## config.mk

```make
export PLATFORM = sky130hd
export DESIGN_NAME = event_serializer
export DESIGN_NICKNAME = d
export VERILOG_FILES = /design/src/rtl/event_serializer.sv
export SDC_FILE = /design/constraint.sdc
export NUM_CORES = 1
export LEC_CHECK = 0
export CAP_MARGIN = 10
export CELL_PAD_IN_SITES_DETAIL_PLACEMENT = 1
export CELL_PAD_IN_SITES_GLOBAL_PLACEMENT = 1
export CORE_MARGIN = 2
export CORE_UTILIZATION = 49
export DETAILED_ROUTE_END_ITERATION = 8
export GPL_ROUTABILITY_DRIVEN = 0
export PLACE_DENSITY = 0.76
export SLEW_MARGIN = 15
export SYNTH_ARGS = -nofsm -noshare
export SYNTH_HDL_FRONTEND = slang
export SYNTH_SLANG_ARGS = --single-unit
```

## constraint.sdc

```tcl
create_clock -name clk -period 3.56 [get_ports clk]
set_clock_uncertainty 0.2 [all_clocks]
set_input_delay 0.712 -clock clk [delete_from_list [all_inputs] [get_ports clk]]
set_output_delay 0.712 -clock clk [all_outputs]
set_load 0.02 [all_outputs]
```

## src/rtl/event_serializer.sv

```systemverilog
// event_serializer
//   Buffers filtered DVS events in a small FIFO. Each event leaves as a
//   4-byte packet on an 8-bit valid/ready byte stream. The upstream filter
//   cannot be stalled, so an event that arrives while the FIFO is full is
//   dropped and counted.
//
// Ports
//   clk, rst            rising-edge clock, asynchronous active-high reset
//   in_valid            an event is present this cycle
//   x_in, y_in, t_in    event coordinates and timestamp (8 bits each)
//   p_in                event polarity
//   dout, dout_valid    stream byte and its valid flag
//   dout_ready          the sink accepts the current byte
//   dout_last           the current byte is the last byte of its packet
//   level               FIFO occupancy, 0..DEPTH
//   overflow            sticky flag, set once any event has been dropped
//   drop_cnt            count of dropped events, saturates at 255
//
// Packet: {4'b1010,3'b000,p}, x, y, t (dout_last=1 on t)
//
// FSM states
//   state  | meaning
//   S_IDLE | nothing in flight, dout_valid=0; pops the head when FIFO non-empty
//   S_SEND | hold register being streamed, byte index idx_q on dout
module event_serializer #(
  parameter int DEPTH = 4,
  parameter int LW    = 3
) (
  input  logic          clk,
  input  logic          rst,
  input  logic          in_valid,
  input  logic [7:0]    x_in,
  input  logic [7:0]    y_in,
  input  logic [7:0]    t_in,
  input  logic          p_in,
  output logic [7:0]    dout,
  output logic          dout_valid,
  input  logic          dout_ready,
  output logic          dout_last,
  output logic [LW-1:0] level,
  output logic          overflow,
  output logic [7:0]    drop_cnt
);

  localparam int            PW      = (DEPTH > 1) ? $clog2(DEPTH) : 1;
  localparam logic [LW-1:0] DEPTH_L = LW'(DEPTH);

  typedef enum logic {S_IDLE = 1'b0, S_SEND = 1'b1} state_t;

  state_t        state_q, state_d;
  logic [1:0]    idx_q, idx_d;
  logic [24:0]   hold_q, hold_d;
  logic [PW-1:0] wr_ptr_q, wr_ptr_d;
  logic [PW-1:0] rd_ptr_q, rd_ptr_d;
  logic [LW-1:0] level_q, level_d;
  logic [7:0]    dout_q, dout_d;
  logic          dout_valid_q, dout_valid_d;
  logic          dout_last_q, dout_last_d;
  logic          overflow_q, overflow_d;
  logic [7:0]    drop_cnt_q, drop_cnt_d;

  logic [24:0]   mem_q [DEPTH];
  logic [24:0]   head;
  logic          fifo_nempty;
  logic          byte_acc;
  logic          pop;
  logic          wr_en;
  logic          drop;

  // Entry layout {p, x, y, t}
  function automatic logic [7:0] pkt_byte(input logic [24:0] e, input logic [1:0] i);
    logic [7:0] b;
    case (i)
      2'd0:    b = {4'b1010, 3'b000, e[24]};
      2'd1:    b = e[23:16];
      2'd2:    b = e[15:8];
      default: b = e[7:0];
    endcase
    return b;
  endfunction

  assign head        = mem_q[rd_ptr_q];
  assign fifo_nempty = (level_q != '0);
  assign byte_acc    = dout_valid_q && dout_ready;

  // State register (also holds the registered outputs and FIFO bookkeeping)
  always_ff @(posedge clk or posedge rst) begin
    if (rst) begin
      state_q      <= S_IDLE;
      idx_q        <= '0;
      hold_q       <= '0;
      wr_ptr_q     <= '0;
      rd_ptr_q     <= '0;
      level_q      <= '0;
      dout_q       <= '0;
      dout_valid_q <= 1'b0;
      dout_last_q  <= 1'b0;
      overflow_q   <= 1'b0;
      drop_cnt_q   <= '0;
    end else begin
      state_q      <= state_d;
      idx_q        <= idx_d;
      hold_q       <= hold_d;
      wr_ptr_q     <= wr_ptr_d;
      rd_ptr_q     <= rd_ptr_d;
      level_q      <= level_d;
      dout_q       <= dout_d;
      dout_valid_q <= dout_valid_d;
      dout_last_q  <= dout_last_d;
      overflow_q   <= overflow_d;
      drop_cnt_q   <= drop_cnt_d;
    end
  end

  // FIFO storage carries no reset; contents are only read below level_q.
  always_ff @(posedge clk) begin
    if (wr_en) begin
      mem_q[wr_ptr_q] <= {p_in, x_in, y_in, t_in};
    end
  end

  // Next-state logic; pop happens only from IDLE or when byte3 is accepted.
  always_comb begin
    state_d = state_q;
    pop     = 1'b0;
    case (state_q)
      S_IDLE: begin
        if (fifo_nempty) begin
          pop     = 1'b1;
          state_d = S_SEND;
        end
      end
      S_SEND: begin
        if (byte_acc && (idx_q == 2'd3)) begin
          if (fifo_nempty) begin
            pop = 1'b1;
          end else begin
            state_d = S_IDLE;
          end
        end
      end
      default: state_d = S_IDLE;
    endcase
  end

  // Output / datapath logic. The next byte is computed one cycle ahead so
  // dout comes straight from a flop.
  always_comb begin
    idx_d        = idx_q;
    hold_d       = hold_q;
    dout_d       = dout_q;
    dout_valid_d = dout_valid_q;
    dout_last_d  = dout_last_q;

    if (pop) begin
      hold_d       = head;
      idx_d        = 2'd0;
      dout_d       = pkt_byte(head, 2'd0);
      dout_valid_d = 1'b1;
      dout_last_d  = 1'b0;
    end else if (state_q == S_SEND && byte_acc) begin
      if (idx_q == 2'd3) begin
        idx_d        = 2'd0;
        dout_d       = '0;
        dout_valid_d = 1'b0;
        dout_last_d  = 1'b0;
      end else begin
        idx_d        = idx_q + 2'd1;
        dout_d       = pkt_byte(hold_q, idx_q + 2'd1);
        dout_last_d  = (idx_q == 2'd2);
      end
    end
  end

  // FIFO write/drop bookkeeping. A full FIFO still accepts an event when a
  // pop frees a slot on the same edge.
  always_comb begin
    wr_en      = in_valid && ((level_q != DEPTH_L) || pop);
    drop       = in_valid && !wr_en;
    wr_ptr_d   = wr_en ? wr_ptr_q + PW'(1) : wr_ptr_q;
    rd_ptr_d   = pop   ? rd_ptr_q + PW'(1) : rd_ptr_q;
    level_d    = level_q;
    case ({wr_en, pop})
      2'b10:   level_d = level_q + LW'(1);
      2'b01:   level_d = level_q - LW'(1);
      default: level_d = level_q;
    endcase
    overflow_d = overflow_q || drop;
    drop_cnt_d = (drop && drop_cnt_q != 8'hFF) ? drop_cnt_q + 8'd1 : drop_cnt_q;
  end

  assign dout       = dout_q;
  assign dout_valid = dout_valid_q;
  assign dout_last  = dout_last_q;
  assign level      = level_q;
  assign overflow   = overflow_q;
  assign drop_cnt   = drop_cnt_q;

endmodule
```

==> results of run 1 <==
## layout by cell type (no fill, tap or decap), types with 2 or more instances in the layout
cell	Yosys	layout
xnor2_1	3	3
inv_1	12	11
clkdlybuf4s50_1	0	50
nand2b_1	2	2
buf_4	2	9
nand3_1	6	6
mux2_1	2	2
mux4_2	25	25
clkbuf_16	0	17
clkinv_1	0	3
a221oi_1	2	2
nor3_1	2	2
edfxtp_1	100	100
clkinv_2	0	2
a22o_1	7	7
dfrtp_1	53	53
clkbuf_1	6	4
a211o_1	2	2
nor2_1	11	11
clkinvlp_4	0	2
nand2_1	15	15
nor4_1	2	2
o21ai_0	9	9
xor2_1	8	8
a21oi_1	2	2
mux2_2	24	24
ha_1	10	10
and3_1	4	4
a22oi_1	7	7
bufinv_16	0	3
## flip-flops by register name (all words and copies together) (netlist names)
| name | cells |
|---|---|
| drop_cnt | 8 |
| level | 3 |
| mem_q | 100 |
| overflow | 1 |
| dout | 8 |
| dout_valid | 1 |
| state_q | 1 |
| hold_q | 24 |
| dout_last | 1 |
| idx_q | 2 |
| rd_ptr_q | 2 |
| wr_ptr_q | 2 |
## worst paths after layout
check / slack [ps] / cells past startpoint / to / from
setup / recovery: 830 / 11 / level[2] / dout_ready
hold / removal: 270 / 1 / overflow / overflow
setup reg to reg: 870 / 11 / level[2] / idx_q[1]
hold reg to reg: 270 / 1 / overflow / overflow
max in group asynchronous: 1920 / 3 / dout_valid / rst
min in group asynchronous: 430 / 2 / hold_q[3] / rst
## power breakdown
part           leakage (nW)  internal, mW  total (mW)  switching, mW
Sequential             1.56          2.42        2.72          0.303
Clock                 0.277          1.11        1.79          0.682
Combinational         0.871         0.908        1.86          0.952
## area by class of cell
| class | count | area [um^2] |
|---|---|---|
| clock buffer | 22 | 454.2 |
| clock inverter | 10 | 126.4 |
| tap | 147 | 183.9 |
| fill | 1054 | 4684 |
| multi-input combinational | 155 | 1600 |
| inverter | 12 | 45.04 |
| sequential | 153 | 4329 |
| timing repair buffer | 60 | 588.1 |
## worst register-to-register path: stages (launching register included)
cell and delay (ps):
dfrtp_1 420, ha_1 260, nand3_1 230, nand3_1 190, and2_1 250, inv_1 70
ha_1 170, inv_1 60, fa_1 370, xor2_1 150, nor2_1 110, xor2_1 140
## cells by family after synthesis
kind of cell               Yosys count
AOI/OAI and AO/OA                   33
xor gates and xnor gates            11
adders and majority gates           11
buffers and inverters               26
DFF                                153
muxes                               52
and+or+nand+nor                     48
## metrics by stage
step / util [%] / setup slack [ps] / hold slack [ps]
after detailed placement: 56.17 / 400.6 / 256.6
after global routing: 61.00 / 675.7 / 294.5
after floorplan: - / 977.7 / 258.8
after CTS: 61.00 / 843.2 / 272.6
final: 61.00 / 831.1 / 267.6
after global placement: 56.17 / 478.5 / 251.8
## per-layer routing
metal  wire length, um  up-vias
met4               226        0
li1                  -     1423
met3               469       17
met5                 0        -
met2              6415       64
met1              5563     1665
==> flow_metrics.tcl, run 1 <==
set metrics [dict create \
    hold_buffers 0 \
    ys_ff_latch 153 \
    clk_latency_ps 420 \
    path_buf_inv 3 \
    synthArstFlopShare_pct 34.64 \
    antenna_found_initial 0 \
    synth.distinct_cells 38 \
    crit_arrival_ps 2880 \
    met1_usage_pct 28.06 \
    fin_area_mm2 0.007327 \
    core_mm2 0.01201 \
    hold_viol_final 0 \
    fin_tns_setup_ps 0 \
    grt_use_met2_pct 33.84 \
    cp_max_fo 5 \
    p_per_area_mw_per_mm2 870.4 \
    ys_seq_area_share_pct 71.58 \
    critPathKind "in2reg" \
    met3_usage_pct 6.484 \
    cts.path.max_buffers 2 \
    hp-class "reg2reg" \
    synth_compound_gate_area_share_pct 3.951 \
    setup_viol 0 \
    tritoncts.num_buffers 17 \
    first_global_vias 3545 \
    cpLargestDelayFamily "simple AND/OR/NAND/NOR gates" \
    synth_edf_count 100 \
    ir_worst_vdd_mv 0.4654 \
    synth.area.top_cells "edfxtp_1 50%, dfrtp_1 22%, mux4_2 9.3%" \
    ys.flop_type "edfxtp_1" \
    synth_mux_area_share_pct 14.32 \
    diodes 0 \
    status "finished clean" \
    grt_max_degree 34 \
    drv_cap 0 \
    max_stage_delay_ps 440 \
    yosys-top-cells-count "100 x edfxtp_1, 53 x dfrtp_1, 25 x mux4_2" \
    slowest_stage "clkdlybuf4s50_1" \
    post-cts-setup-buffer-count 0 \
    htree_levels 4 \
    synth-simple-area-share_pct 4.199 \
    post-dp-hpwl_um 7629 \
    slew_headroom_pct 58.70 \
    cts_tree "done" \
    drc 0 \
    cp_cell_sequence "clkdlybuf4s50_1, nand3_1, nand3_1, and2_1, inv_1, ha_1, inv_1, fa_1, xor2_1, nor2_1, xor2_1" \
    yosysTopAreaCellShare_pct 49.65 \
    synth_xor_area_share_pct 1.593 \
    p_leak_nw 2.710 \
    cp-end-kind "register" \
    post_cts_resized 0 \
    overflow 0 \
    grt_use_total_pct 21.22 \
    ios 51 \
    drtIter0Drc 189 \
    slew_viol_final 0 \
    cp.required_ps 3710 \
    rsz0062_at_grt "false" \
    synth_fa_ha_area_share_pct 2.400 \
    dpl.cell_count 527 \
    wirelength_um 12680 \
    synth_nets 374 \
    synthCells 334 \
    rows 40 \
    start_util_pct 50.35 \
    numPortBuffers 50 \
    worst_pin_slew_ps 617.2 \
    clk_pin_slew_ps 60 \
    place_area_mm2 0.006746 \
    dieHeight_um 115.1 \
    yosysWarnings 0 \
    syn_area_mm2 0.006048 \
    die_w_um 115.1 \
    wire_per_inst_um 22.67 \
    ant_nets 0 \
    synth.avg_cell_area_um2 18.11 \
    cts_root_buf "clkbuf_16" \
    fmax_ghz 0.3665 \
    synth_top_family_by_area "multiplexers" \
    drive_above_1_share_pct 21.84 \
    yosysMostFrequentCell "edfxtp_1" \
    num_vias 3169 \
    synth_largest_area_cell "edfxtp_1" \
    syn2layout_area_growth_pct 21.14 \
    fin_cells 559 \
    grt_pass1_wl_um 20180 \
    top_usage_layer "met2" \
    via_per_inst 5.669 \
    die_area_mm2 0.01325 \
    drtPass1Iterations 4 \
    final_nets 439 \
    fin_crit_ps 2729 \
    fin_crit_sh_pct 76.65 \
    power_mw 6.378 \
    cts_num_sinks 153 \
    startpoint_type "primary input" \
]
No activity file was read; power rests on OpenSTA's default activity.
==> inputs of run 2 (changes only) <==
--- a/config.mk
+++ b/config.mk
@@ -9,10 +9,10 @@
 export CELL_PAD_IN_SITES_DETAIL_PLACEMENT = 1
 export CELL_PAD_IN_SITES_GLOBAL_PLACEMENT = 1
 export CORE_MARGIN = 2
-export CORE_UTILIZATION = 49
+export CORE_UTILIZATION = 44
 export DETAILED_ROUTE_END_ITERATION = 8
 export GPL_ROUTABILITY_DRIVEN = 0
-export PLACE_DENSITY = 0.76
+export PLACE_DENSITY = 0.72
 export SLEW_MARGIN = 15
 export SYNTH_ARGS = -nofsm -noshare
 export SYNTH_HDL_FRONTEND = slang
==> constraint.sdc (replaced) <==
create_clock -name clk -period 2.45 [get_ports clk]
set_clock_uncertainty 0.2 [all_clocks]
set_input_delay 0.49 -clock clk [delete_from_list [all_inputs] [get_ports clk]]
set_output_delay 0.49 -clock clk [all_outputs]
set_load 0.02 [all_outputs]
==> run 2 against run 1 <==
Non-clock buffer count up 16. Die area up 11%. Sequential cell count unchanged. Wire length down 1.5%. Total power up 55%. First-iteration DRC count down 25%. Via count up 0.63%. Clock power up 69%. Combinational power up 59%. Final area up 5.0%. Critical path depth unchanged.
==> flow_metrics.tcl, run 2 (synthesis results as in run 1) <==
set metrics [dict create \
    status "finished clean" \
    crit_arrival_ps 2440 \
    top_register "mem_q" \
    grt_max_degree 40 \
    sequentialPowerShare_pct 39.6 \
    hold_buffers 0 \
    core_mm2 0.01335 \
    final_nets 455 \
    drtPass1Iterations 4 \
    die_w_um 121.2 \
    tritoncts.num_buffers 17 \
    fin_crit_ps 2302 \
    cts_tree "done" \
    dpl.cell_count 568 \
    hp-class "in2async" \
    p_per_area_mw_per_mm2 1287 \
    fin_cells 604 \
    num_vias 3189 \
    hold_ws_ps 172.7 \
    clk_latency_ps 410 \
    grt_pass1_wl_um 20390 \
    via_per_inst 5.280 \
    max_stage_delay_ps 430 \
    syn2layout_area_growth_pct 27.20 \
    cts_root_buf "clkbuf_16" \
    p_switching_mw 2.863 \
    die_area_mm2 0.01470 \
    largest_register_ffs 100 \
    clk_pin_slew_ps 60 \
    drive_above_1_share_pct 27.34 \
    cp.required_ps 2590 \
    critPathKind "reg2reg" \
    fmax_ghz 0.4345 \
    cts_num_sinks 153 \
    diodes 0 \
    cts.path.max_buffers 2 \
    ant_nets 0 \
    drc 0 \
    startpoint_type "register" \
    setup_viol 0 \
    htree_levels 4 \
    internal_power_mw 7.040 \
    final_common_cell "edfxtp_1" \
    drtIter0Drc 141 \
    combPwrFrac_pct 29.9 \
    antenna_found_initial 0 \
    start_util_pct 45.31 \
    wire_per_inst_um 20.68 \
    hold_viol_final 0 \
    cp_cell_sequence "ha_4, nand3_4, nand3_2, and2_4, inv_1, ha_2, inv_1, fa_2, xor2_1, nor2_1, xor2_1" \
    drv_cap 0 \
    fin_area_mm2 0.007694 \
    worst_pin_slew_ps 564.7 \
    wirelength_um 12490 \
    top_regs "mem_q (100), hold_q (24)" \
    rows 42 \
    ir_worst_vdd_mv 0.5535 \
    numPortBuffers 50 \
    slew_viol_final 0 \
    slowest_stage "dfrtp_1" \
    overflow 0 \
    rsz0062_at_grt "false" \
    dieHeight_um 121.2 \
    slew_headroom_pct 62.35 \
    cp_max_fo 4 \
    first_global_vias 3636 \
    p_leak_nw 2.861 \
    place_area_mm2 0.006940 \
    grt_use_total_pct 18.92 \
    final_cell_mix "100 x edfxtp_1, 53 x dfrtp_1, 50 x clkdlybuf4s50_1" \
    power_mw 9.903 \
    fin_crit_sh_pct 93.94 \
    ios 51 \
    post-dp-hpwl_um 8031 \
    cp-end-kind "register" \
    share_clk_of_total_power_pct 30.5 \
    p_sw_share_pct 28.91 \
]
[run 2: cell types whose count changed in the layout (fill, tap and decap cells not counted), sizes merged]
cell | before | now
buf | 10 | 26
clkinv | 5 | 4
clkbuf | 22 | 19
bufinv | 3 | 7
[run 2: worst paths after layout]
path | from | to | slack (ps) | cells past startpoint
max | idx_q[0] | level[2] | 150 | 11
min | rst | state_q | 170 | 2
max reg2reg | idx_q[0] | level[2] | 150 | 11
min reg2reg | overflow | overflow | 290 | 1
max in group asynchronous | rst | dout[2] | 1340 | 3
min in group clk | overflow | overflow | 290 | 1
[run 2: power groups by stage]
stage | Combinational (mW) | Sequential [mW] | Clock [mW]
floorplan | 1.74 | 3.95 | 0
global placement | 2.81 | 3.91 | 0
detailed placement | 2.90 | 3.97 | 0
CTS | 2.94 | 3.93 | 3.07
global route | 3.22 | 3.99 | 3.18
finish | 2.96 | 3.92 | 3.02
[run 2: stage by stage]
step | setup WS (ps) | TNS [ps] | util, %
2_1_floorplan | 32.51 | 0 | -
3_3_place_gp | -207.0 | -244.2 | 52.00
3_5_place_dp | -291.9 | -384.1 | 52.00
4_1_cts | 32.16 | 0 | 57.19
5_1_grt | 11.66 | 0 | 57.64
6_report | 148.4 | 0 | 57.64
[run 2: routing by layer]
layer	up-vias	part of all wire (%)	track usage [%]
met2	49	53	32.09
met4	0	0.97	6.466
met5	-	0	0
met3	9	2.7	3.853
met1	1675	43	24.41
li1	1456	-	-
[run 2: final cells by class]
cell class | instances | area, um^2
Clock inverter | 13 | 247.7
Inverter | 12 | 45.04
Timing Repair Buffer | 76 | 770.7
Tap cell | 176 | 220.2
Fill cell | 1215 | 5654
Multi-Input combinational cell | 155 | 1638
Clock buffer | 19 | 442.9
Sequential cell | 153 | 4329
[run 2: timing repair]
item,CTS,global route
pin swaps,0,2
endpoints found under the setup margin,1,1
setup buffers,0,4
gates resized for setup,1,6
[run 2: worst max-delay path, delay by kind of cell (launching register included)]
family | cells | cell delay, ps
XOR/XNOR | 2 | 310
adder cells (fa/ha/maj) | 3 | 710
buffers and inverters | 2 | 110
flip-flops | 1 | 430
AND/OR/NAND/NOR | 4 | 490
==> inputs of run 3 (changes only) <==
--- a/config.mk
+++ b/config.mk
@@ -5,7 +5,6 @@
 export SDC_FILE = /design/constraint.sdc
 export NUM_CORES = 1
 export LEC_CHECK = 0
-export CAP_MARGIN = 10
 export CELL_PAD_IN_SITES_DETAIL_PLACEMENT = 1
 export CELL_PAD_IN_SITES_GLOBAL_PLACEMENT = 1
 export CORE_MARGIN = 2
==> results of run 3 <==
Final layout, timing and power as in run 2 (identical DEF).
